### config.mk
export PLATFORM = sky130hd
export DESIGN_NAME = div_seq
export DESIGN_NICKNAME = d
export VERILOG_FILES = /design/src/rtl/div_seq.sv
export SDC_FILE = /design/constraint.sdc
export NUM_CORES = 1
export LEC_CHECK = 0
export CAP_MARGIN = 20
export CELL_PAD_IN_SITES_DETAIL_PLACEMENT = 0
export CELL_PAD_IN_SITES_GLOBAL_PLACEMENT = 2
export CORE_MARGIN = 2
export CORE_UTILIZATION = 37
export DETAILED_ROUTE_END_ITERATION = 8
export GPL_TIMING_DRIVEN = 0
export PLACE_DENSITY = 0.83
export SETUP_SLACK_MARGIN = 0.05
export SYNTH_ARGS = -nofsm -noshare
export SYNTH_HDL_FRONTEND = slang
export SYNTH_SLANG_ARGS = --single-unit
### constraint.sdc
create_clock -name clk -period 7.45 [get_ports clk]
set_input_delay 1.1175 -clock clk [delete_from_list [all_inputs] [get_ports clk]]
set_output_delay 1.1175 -clock clk [all_outputs]
set_load 0.05 [all_outputs]
### src/rtl/div_seq.sv
// Iterative restoring divider, signed/unsigned, one quotient bit per clock; result after WIDTH+1 cycles.
// start is ignored while busy; optional dz port enabled by DIV_DZ_FLAG_EN.
module div_seq #(
  parameter int WIDTH = 32
) (
  input  logic             clk,
  input  logic             rst,
  input  logic [WIDTH-1:0] A,
  input  logic [WIDTH-1:0] B,
  input  logic             start,
  input  logic             signctl,
  input  logic             remsel,
  output logic [WIDTH-1:0] dout,
  output logic             drdy,
`ifdef DIV_DZ_FLAG_EN
  output logic             dz,
`endif
  output logic             busy
);

  localparam int CW = $clog2(WIDTH);

  typedef enum logic [1:0] {IDLE, CALC, FIX, DONE} state_t;

  state_t           state;
  logic [WIDTH-1:0] dvd, dvs, rem, qacc, quo, rmd;
  logic [CW-1:0]    cnt;
  logic             neg_q, neg_r, dz_pend;
  logic [WIDTH-1:0] mag_a, mag_b;
  logic [WIDTH:0]   rem_sh, rem_sub;

  always_comb begin
    mag_a   = (signctl && A[WIDTH-1]) ? -A : A;
    mag_b   = (signctl && B[WIDTH-1]) ? -B : B;
    rem_sh  = {rem, dvd[cnt]};
    // borrow out of the WIDTH+1 bit subtract means the divisor did not fit
    rem_sub = rem_sh - {1'b0, dvs};
  end

  assign dout = remsel ? rmd : quo;

  always_ff @(posedge clk or posedge rst) begin
    if (rst) begin
      state   <= IDLE;
      dvd     <= '0;
      dvs     <= '0;
      rem     <= '0;
      qacc    <= '0;
      quo     <= '0;
      rmd     <= '0;
      cnt     <= '0;
      neg_q   <= 1'b0;
      neg_r   <= 1'b0;
      dz_pend <= 1'b0;
      drdy    <= 1'b0;
      busy    <= 1'b0;
`ifdef DIV_DZ_FLAG_EN
      dz      <= 1'b0;
`endif
    end else begin
      case (state)
        IDLE, DONE: begin
          if (start) begin
            neg_q <= signctl & (A[WIDTH-1] ^ B[WIDTH-1]);
            neg_r <= signctl & A[WIDTH-1];
            dvs   <= mag_b;
            rem   <= '0;
            qacc  <= '0;
            cnt   <= CW'(WIDTH - 1);
            drdy  <= 1'b0;
            busy  <= 1'b1;
`ifdef DIV_DZ_FLAG_EN
            dz    <= 1'b0;
`endif
            // divide by zero skips the iteration and keeps the raw dividend
            if (B == '0) begin
              dz_pend <= 1'b1;
              dvd     <= A;
              state   <= FIX;
            end else begin
              dz_pend <= 1'b0;
              dvd     <= mag_a;
              state   <= CALC;
            end
          end
        end
        CALC: begin
          if (!rem_sub[WIDTH]) begin
            rem  <= rem_sub[WIDTH-1:0];
            qacc <= {qacc[WIDTH-2:0], 1'b1};
          end else begin
            rem  <= rem_sh[WIDTH-1:0];
            qacc <= {qacc[WIDTH-2:0], 1'b0};
          end
          cnt <= cnt - 1'b1;
          if (cnt == '0) state <= FIX;
        end
        FIX: begin
          if (dz_pend) begin
            quo <= '1;
            rmd <= dvd;
          end else begin
            quo <= neg_q ? -qacc : qacc;
            rmd <= neg_r ? -rem : rem;
          end
`ifdef DIV_DZ_FLAG_EN
          dz    <= dz_pend;
`endif
          busy  <= 1'b0;
          drdy  <= 1'b1;
          state <= DONE;
        end
        default: state <= IDLE;
      endcase
    end
  end

endmodule

Word level (Yosys, flattened, before mapping)
Cells that the tools add are included.

$add $sub $neg: 6. Magnitude comparators: 1. Equal/unequal tests: 5. Muxes and demuxes: 26. Bitwise logic cells: 3. Reductions and logical operators: 12.

Operators by type and width (number): two-way mux 32 bit (10); negator 32 bit (4); case mux 32 bit (2 select lines) (2); subtractor 33 x 32 -> 33 bit (1); zero test 32 bit (1); case mux 5 bit (2 select lines) (1); AND reduction 2 bit (4); less-than comparator 5 x 6 -> 1 bit, second input constant (1); two-way mux 2 bit (3); case mux 2 bit (3 select lines) (1); binary-select mux 1 bit (select 5 bit) (1); zero test 5 bit (1); two-way mux 1 bit (5); two-way mux 5 bit (1); subtractor 5 x 1 -> 5 bit, second input constant (1); equality test 2 bit, second input constant (2); inequality test 2 bit, second input constant (2); case mux 1 bit (2 select lines) (2); nonzero test 2 bit (2); AND 1 bit (2); equality test 2 x 1 -> 1 bit, second input constant (1); logical AND 1 bit (2); zero test 2 bit (1); OR reduction 2 bit (1); XOR 1 bit (1).

Register bits: 204. Output and inout port bits: 34. Logic and storage cells: 66.

Depth between registers and ports, before layout
Gate-level depths: netlist of the first run.

Depth in word-level cells: 5. Gate-level depth with buffers: 16. Gate-level depth less buffers: 14.

Worst setup path after synthesis of the first run
OpenSTA, ideal clock, no wires.

Path kind: reg2reg. From: register cnt[0]. To: register rem[21]. Data arrival time: 4744 ps. Data required time: 7324 ps. Path slack: 2580 ps. Stages on the path, launching flop included: 17. Buffers on the path: 2. Period minus slack after synthesis: 4870 ps. Cells stage by stage: dfrtp_1 clkbuf_1 mux4_2 mux4_2 mux2i_1 ha_1 inv_1 fa_1 a211oi_1 o21ai_0 a22oi_1 o211a_1 o21ai_0 a211oi_1 clkbuf_1 nor2_1 a221o_1.

Word-level cells in the longest chain between the ends: 5.

Ends and longest elaborated chain: from (decl) (RTL line 27) `logic [CW-1:0] cnt;`; from (signal assigned) (RTL line 69) `cnt <= CW'(WIDTH - 1);`; from (signal assigned) (RTL line 95) `cnt <= cnt - 1'b1;`; binary-select mux 1 bit (select 5 bit) (RTL line 35) `rem_sh = {rem, dvd[cnt]};`; two-way mux 1 bit (implied by the code) (RTL line 35); subtractor 33 x 32 -> 33 bit (RTL line 37) `rem_sub = rem_sh - {1'b0, dvs};`; two-way mux 32 bit (RTL line 88) `if (!rem_sub[WIDTH]) begin`; case mux 32 bit (2 select lines) (RTL line 61) `case (state)`; to (signal assigned) (RTL line 89) `rem <= rem_sub[WIDTH-1:0];`; to (signal assigned) (RTL line 92) `rem <= rem_sh[WIDTH-1:0];`; to (decl) (RTL line 26) `logic [WIDTH-1:0] dvd, dvs, rem, qacc, quo, rmd;`.

Every way passes these cells. The select of a mux whose other input is x is not followed. A chain may end at the register's enable or synchronous reset.

Final worst setup path of the first run
From: register cnt[0]. To: register rem[31].

The elaborated chain is that of the path after synthesis.

==> results of run 1 <==
## worst min-delay path: cells and delay by family (launching register included)
family             cells  cell delay [ns]
AOI/OAI and AO/OA      1             0.06
DFF                    1             0.34
and+or+nand+nor        1             0.04
## cells by family (layout without fill, tap and decap cells)
kind of cell | after synthesis | in the layout | synth area share [%]
compound gates | 412 | 412 | 20.3
simple gates | 396 | 396 | 14.2
flops | 204 | 204 | 38.9
buf+inv | 152 | 296 | 4.57
xor+xnor | 144 | 144 | 9.62
mux | 91 | 91 | 8.44
fa+ha+maj | 41 | 41 | 3.97
## power by group
group | total, mW | switching (mW) | internal (mW) | leakage [nW]
logic | 2.46 | 1.54 | 0.911 | 3.73
registers | 1.68 | 0.244 | 1.44 | 2.66
clock network | 1.15 | 0.485 | 0.665 | 0.378
total | 5.29 | 2.27 | 3.02 | 6.76
## stage by stage
| step | TNS (ns) | utilization (%) | hold slack, ns |
|---|---|---|---|
| 2_1_floorplan | 0 | - | 0.450 |
| 3_3_place_gp | -455.70 | 42.3 | 0.463 |
| 3_5_place_dp | 0 | 42.5 | 0.470 |
| 4_1_cts | 0 | 44.7 | 0.483 |
| 5_1_grt | 0 | 44.7 | 0.507 |
| 6_report | 0 | 44.7 | 0.474 |
## cells in the mapped netlist (all sizes together) (15+ instances only)
| cell | count |
|---|---|
| o22a | 31 |
| a22o | 29 |
| xnor2 | 75 |
| o41ai | 15 |
| ha | 40 |
| dfrtp | 204 |
| xor2 | 69 |
| mux2 | 57 |
| o31ai | 25 |
| nand3 | 30 |
| inv | 67 |
| nand2 | 198 |
| nor2 | 49 |
| o21ai | 171 |
| a21oi | 67 |
| or4 | 15 |
| mux2i | 24 |
| nor3 | 24 |
| clkbuf | 71 |
## flip-flops by register name, indices dropped and copies added (netlist names)
name / cells
dvd: 32
dvs: 32
neg_r: 1
qacc: 32
busy: 1
cnt: 5
dz_pend: 1
rmd: 32
state: 2
rem: 32
drdy: 1
neg_q: 1
quo: 32
## routing by layer
metal | vias to the layer above | global-route usage, % | share of wire, %
met5 | - | 0 | 0
met4 | 0 | 4.58 | 1.7
met3 | 40 | 2.07 | 4.3
met2 | 237 | 35.0 | 45
met1 | 5359 | 32.3 | 49
li1 | 5439 | - | -
## worst max path at each step
stage / from / end / slack [ns]
global placement: rst / dvd[8] / -2.25
global route: cnt[0] / rem[25] / 0.41
finish: cnt[0] / rem[31] / 0.81
detailed placement: cnt[0] / rem[3] / 0.92
floorplan: rst / busy / 0.77
CTS: cnt[0] / rem[3] / 0.88
## area by class of cell
type | count | share of cell area [%]
Timing Repair Buffer | 102 | 6.81
Tap cell | 455 | 3.67
Buffer | 85 | 2.24
Inverter | 67 | 1.67
Clock inverter | 10 | 0.573
Sequential cell | 204 | 32.9
Multi-Input combinational cell | 1084 | 47.8
Clock buffer | 32 | 4.33
==> out/results.ini, run 1 <==
[status]
outcome = finished clean

[worst_setup_path]
r2r-end = rem[31]
worstPathArrival_ns = 7.08
cp.depth = 16
cp-start-kind = register
critPathMaxStageDelay_ns = 0.89
worstRegToRegCells = 16
path_delay_family = compound AO/OA/AOI/OAI gates
reg2reg_slack_ns = 0.81
crit_buf_inv = 3
crit_fanout = 10
crit_required_ns = 7.89
critPathMostFrequentCell = o21ai_0
path_class = register to register
worstPathCellList = clkbuf_1 -> mux4_2 -> mux4_2 -> mux2i_1 -> ha_1 -> inv_1 -> fa_1 -> a211oi_1 -> o21ai_0 -> a22oi_1 -> o211a_1 -> o21ai_0 -> a211oi_1 -> clkbuf_1 -> nand2_1 -> o21ai_0
slowest_stage = a211oi_1
r2r_start = cnt[0]
end_kind = register

[timing]
fin_ws_ns = 0.806
final.min_clock_period_ns = 6.64
hold_viol = 0
finalMaxSlewViolations = 0
finalSetupViolCount = 0
rsz0062_at_grt = no
slew_headroom_pct = 24.6
fin_crit_sh_pct = 89.2
worstMarginPinSlew_ns = 1.12
max_freq_mhz = 151
skew_ns = 0.0233

[pwr]
peakVddDrop_v = 0.000215
cellPowerDensity_nw_per_um2 = 341
power_mw = 5.29
leakage_nw = 6.76

[placement]
dp_slack_ns = 0.919
portBuffers = 100
dp_hpwl_mm = 30.6
globalplace.congestion = 0.884
dpl_cell_area_um2 = 14700
dp_cells = 1997

[route]
antenna_left = 0
post_drt_via_cell_ratio = 5.43
dr.pass1.iters = 5
wl_per_cell_um = 19.3
via_count = 11100
wl_mm = 39.4
drt_iter0_drc = 717
remaining_drc_errors = 0

[min_path]
min_to = dvs[28]
min_from = dvs[28]
hp-class = register to register
hold_depth = 2

[clocking]
cts_setup_buffers = 0
cts_tree = done
clk_pin_slew_ns = 0.06
h-tree-depth = 1
cts_max_path_buffers = 3
holdBufCountCts = 0
clkLatencyLatePin_ns = 0.54
root_buffer = clkbuf_16
cts-resized-gates = 0
numCtsBuffers = 24
cts_sinks = 204

[floorplanning]
core-area_um2 = 34700
dieHeight_um = 192
initial_core_util_pct = 37.8
rows = 68
ios = 103
die_w_um = 192
fp.dieArea_um2 = 37000

[global_route]
grt_pass1_wl_mm = 63.0
grt_usage_pct = 21.9
antenna_found_initial = 0
grt_pass1_vias = 11000
grt-ovfl-total = 0
grt_max_degree = 105

[yosys]
synth_edf_count = 0
synth_nets = 1550
netlist_area_um2 = 13100
seq_area_frac_synth_pct = 38.9
synth.top_cells.by_area = dfrtp_1 (39%), o21ai_0 (6.2%), nand2_1 (5.6%)
yosysWarningCount = 0
synth_ff_type = dfrtp_1
ys_async_sr_fraction_pct = 100
synth_cell_types = 68
synth_top_area_share_pct = 38.9
netlist_instances = 1440
yosysTopAreaCell = dfrtp_1
ys_ff_latch = 204
syn_area_per_cell_um2 = 9.11

[final_layout]
antenna_cells = 0
drive_gt1_share_pct = 8.21
nets = 1678
final_common_cell = dfrtp_1
nFillCells = 3509
layout_common_cells = dfrtp_1 (204), nand2_1 (197), o21ai_0 (163)
layout.cells.non_filler = 2039
seq_area_um2 = 5100
multiInputGateArea_um2 = 7410
area_growth_pct = 18.2
design_area_um2 = 15500

[flow_run]
drv_cap = 0

Power figures use the tool's default switching activity.
==> run 2: changes to the inputs <==
--- a/config.mk
+++ b/config.mk
@@ -10,6 +10,7 @@
 export CELL_PAD_IN_SITES_GLOBAL_PLACEMENT = 2
 export CORE_MARGIN = 2
 export CORE_UTILIZATION = 37
+export CTS_CLUSTER_DIAMETER = 60
 export DETAILED_ROUTE_END_ITERATION = 8
 export GPL_TIMING_DRIVEN = 0
 export PLACE_DENSITY = 0.83
==> out/results.ini, run 2 (synthesis gave the netlist of run 1 again) <==
[status]
outcome = finished clean

[worst_setup_path]
path_class = register to register
worstSetupEndpoint = rem[31]
reg2reg_slack_ns = 0.82
crit_required_ns = 7.89
r2r_start = cnt[0]
cp-start-kind = register
worstRegToRegCells = 16
end_kind = register
crit_path_start = cnt[0]
crit_fanout = 10
r2r-end = rem[31]
worstPathArrival_ns = 7.08

[route]
remaining_drc_errors = 0
wl_per_cell_um = 19.3
via_count = 11100
dr.pass1.iters = 5
wl_mm = 39.4
antenna_left = 0
post_drt_via_cell_ratio = 5.44
drt_iter0_drc = 675

[pwr]
cellPowerDensity_nw_per_um2 = 346
leakage_nw = 6.82
peakVddDrop_v = 0.000216

[clocking]
cts_max_path_buffers = 3
cts_setup_buffers = 0
clk_pin_slew_ns = 0.06
numCtsBuffers = 26
cts_tree = done
clkLatencyLatePin_ns = 0.55
cts_sinks = 204
holdBufCountCts = 0
cts-resized-gates = 0
root_buffer = clkbuf_16
h-tree-depth = 1

[final_layout]
final_core_utilization_pct = 45.0
drive_gt1_share_pct = 8.56
area_growth_pct = 19.0
final_common_cell = dfrtp_1
nets = 1680
antenna_cells = 0
layout_common_cells = dfrtp_1 (204), nand2_1 (197), o21ai_0 (163)

[timing]
max_freq_mhz = 151
finalMaxSlewViolations = 0
finalSetupViolCount = 0
fin_crit_sh_pct = 89.0
fin_hold_ws_ns = 0.475
rsz0062_at_grt = no
hold_viol = 0
worstMarginPinSlew_ns = 1.15
skew_ns = 0.0258
final.min_clock_period_ns = 6.63
slew_headroom_pct = 22.9

[global_route]
antenna_found_initial = 0
grt-ovfl-total = 0
grt_pass1_vias = 11000
grt_max_degree = 105
grt_pass1_wl_mm = 63.1
grt_usage_pct = 21.9

[floorplanning]
dieHeight_um = 192
ios = 103
fp.dieArea_um2 = 37000
initial_core_util_pct = 37.8
rows = 68
die_w_um = 192
core-area_um2 = 34700

[min_path]
hp-class = register to register
hold_depth = 2

[placement]
dp_hpwl_mm = 30.6
globalplace.congestion = 0.884
portBuffers = 100

[flow_run]
drv_cap = 0

==> run 2: cell types whose count changed in the layout (fill, tap and decap cells not counted) <==
cell,previous run,this run
clkinv_4,0,1
bufinv_16,1,2
inv_6,0,2
clkbuf_16,24,26
clkbuf_1,75,74
==> run 2: where the power goes <==
part           leakage, nW  internal, mW  switching (mW)
Clock                0.429         0.752           0.509
Sequential            2.66          1.44           0.244
Combinational         3.73         0.910            1.54
==> run 2: area by class of cell <==
cell class	count	area [um^2]
Clock inverter	14	145
Timing Repair Buffer	102	1060
Buffer	85	348
Inverter	67	259
Clock buffer	33	717
Tap cell	455	569
Fill cell	3484	19100
Multi-Input combinational cell	1084	7410
Sequential cell	204	5100
==> run 2: worst min path at each step <==
stage,startpoint,end,slack (ns)
after floorplan,dvs[10],dvs[10],0.45
after global placement,dvs[28],dvs[28],0.46
after detailed placement,dvs[28],dvs[28],0.47
after CTS,dvs[22],dvs[22],0.48
after global routing,dvs[22],dvs[22],0.51
final,dvs[28],dvs[28],0.48
==> run 2: worst max-delay path, stage by stage, from the launching register on <==
cell and delay, ns:
dfrtp_1 0.32, clkbuf_1 0.56, mux4_2 0.60, mux4_2 0.48
mux2i_1 0.34, ha_1 0.26, inv_1 0.06, fa_1 0.42
a211oi_1 0.32, o21ai_0 0.25, a22oi_1 0.59, o211a_1 0.33
o21ai_0 0.10, a211oi_1 0.91, clkbuf_1 0.54, nand2_1 0.23
o21ai_0 0.21
==> run 2: routing by layer <==
| layer | global-route usage, % | routed length [um] | vias up |
|---|---|---|---|
| met5 | 0 | 0 | - |
| met3 | 2.09 | 1740 | 36 |
| met4 | 4.29 | 636 | 0 |
| met2 | 35.0 | 17700 | 269 |
| li1 | - | - | 5442 |
| met1 | 32.3 | 19300 | 5382 |
==> run 2: per-stage QoR <==
step / setup TNS [ns] / power, mW / setup slack (ns) / area [um^2] / instances
floorplan: 0 / 3.35 / 0.765 / 13100 / 1440
global placement: -455.70 / 4.12 / -2.25 / 14700 / 1995
detailed placement: 0 / 4.15 / 0.919 / 14700 / 1997
CTS: 0 / 5.43 / 0.880 / 15600 / 2044
global route: 0 / 5.76 / 0.404 / 15600 / 2044
finish: 0 / 5.40 / 0.818 / 15600 / 2044
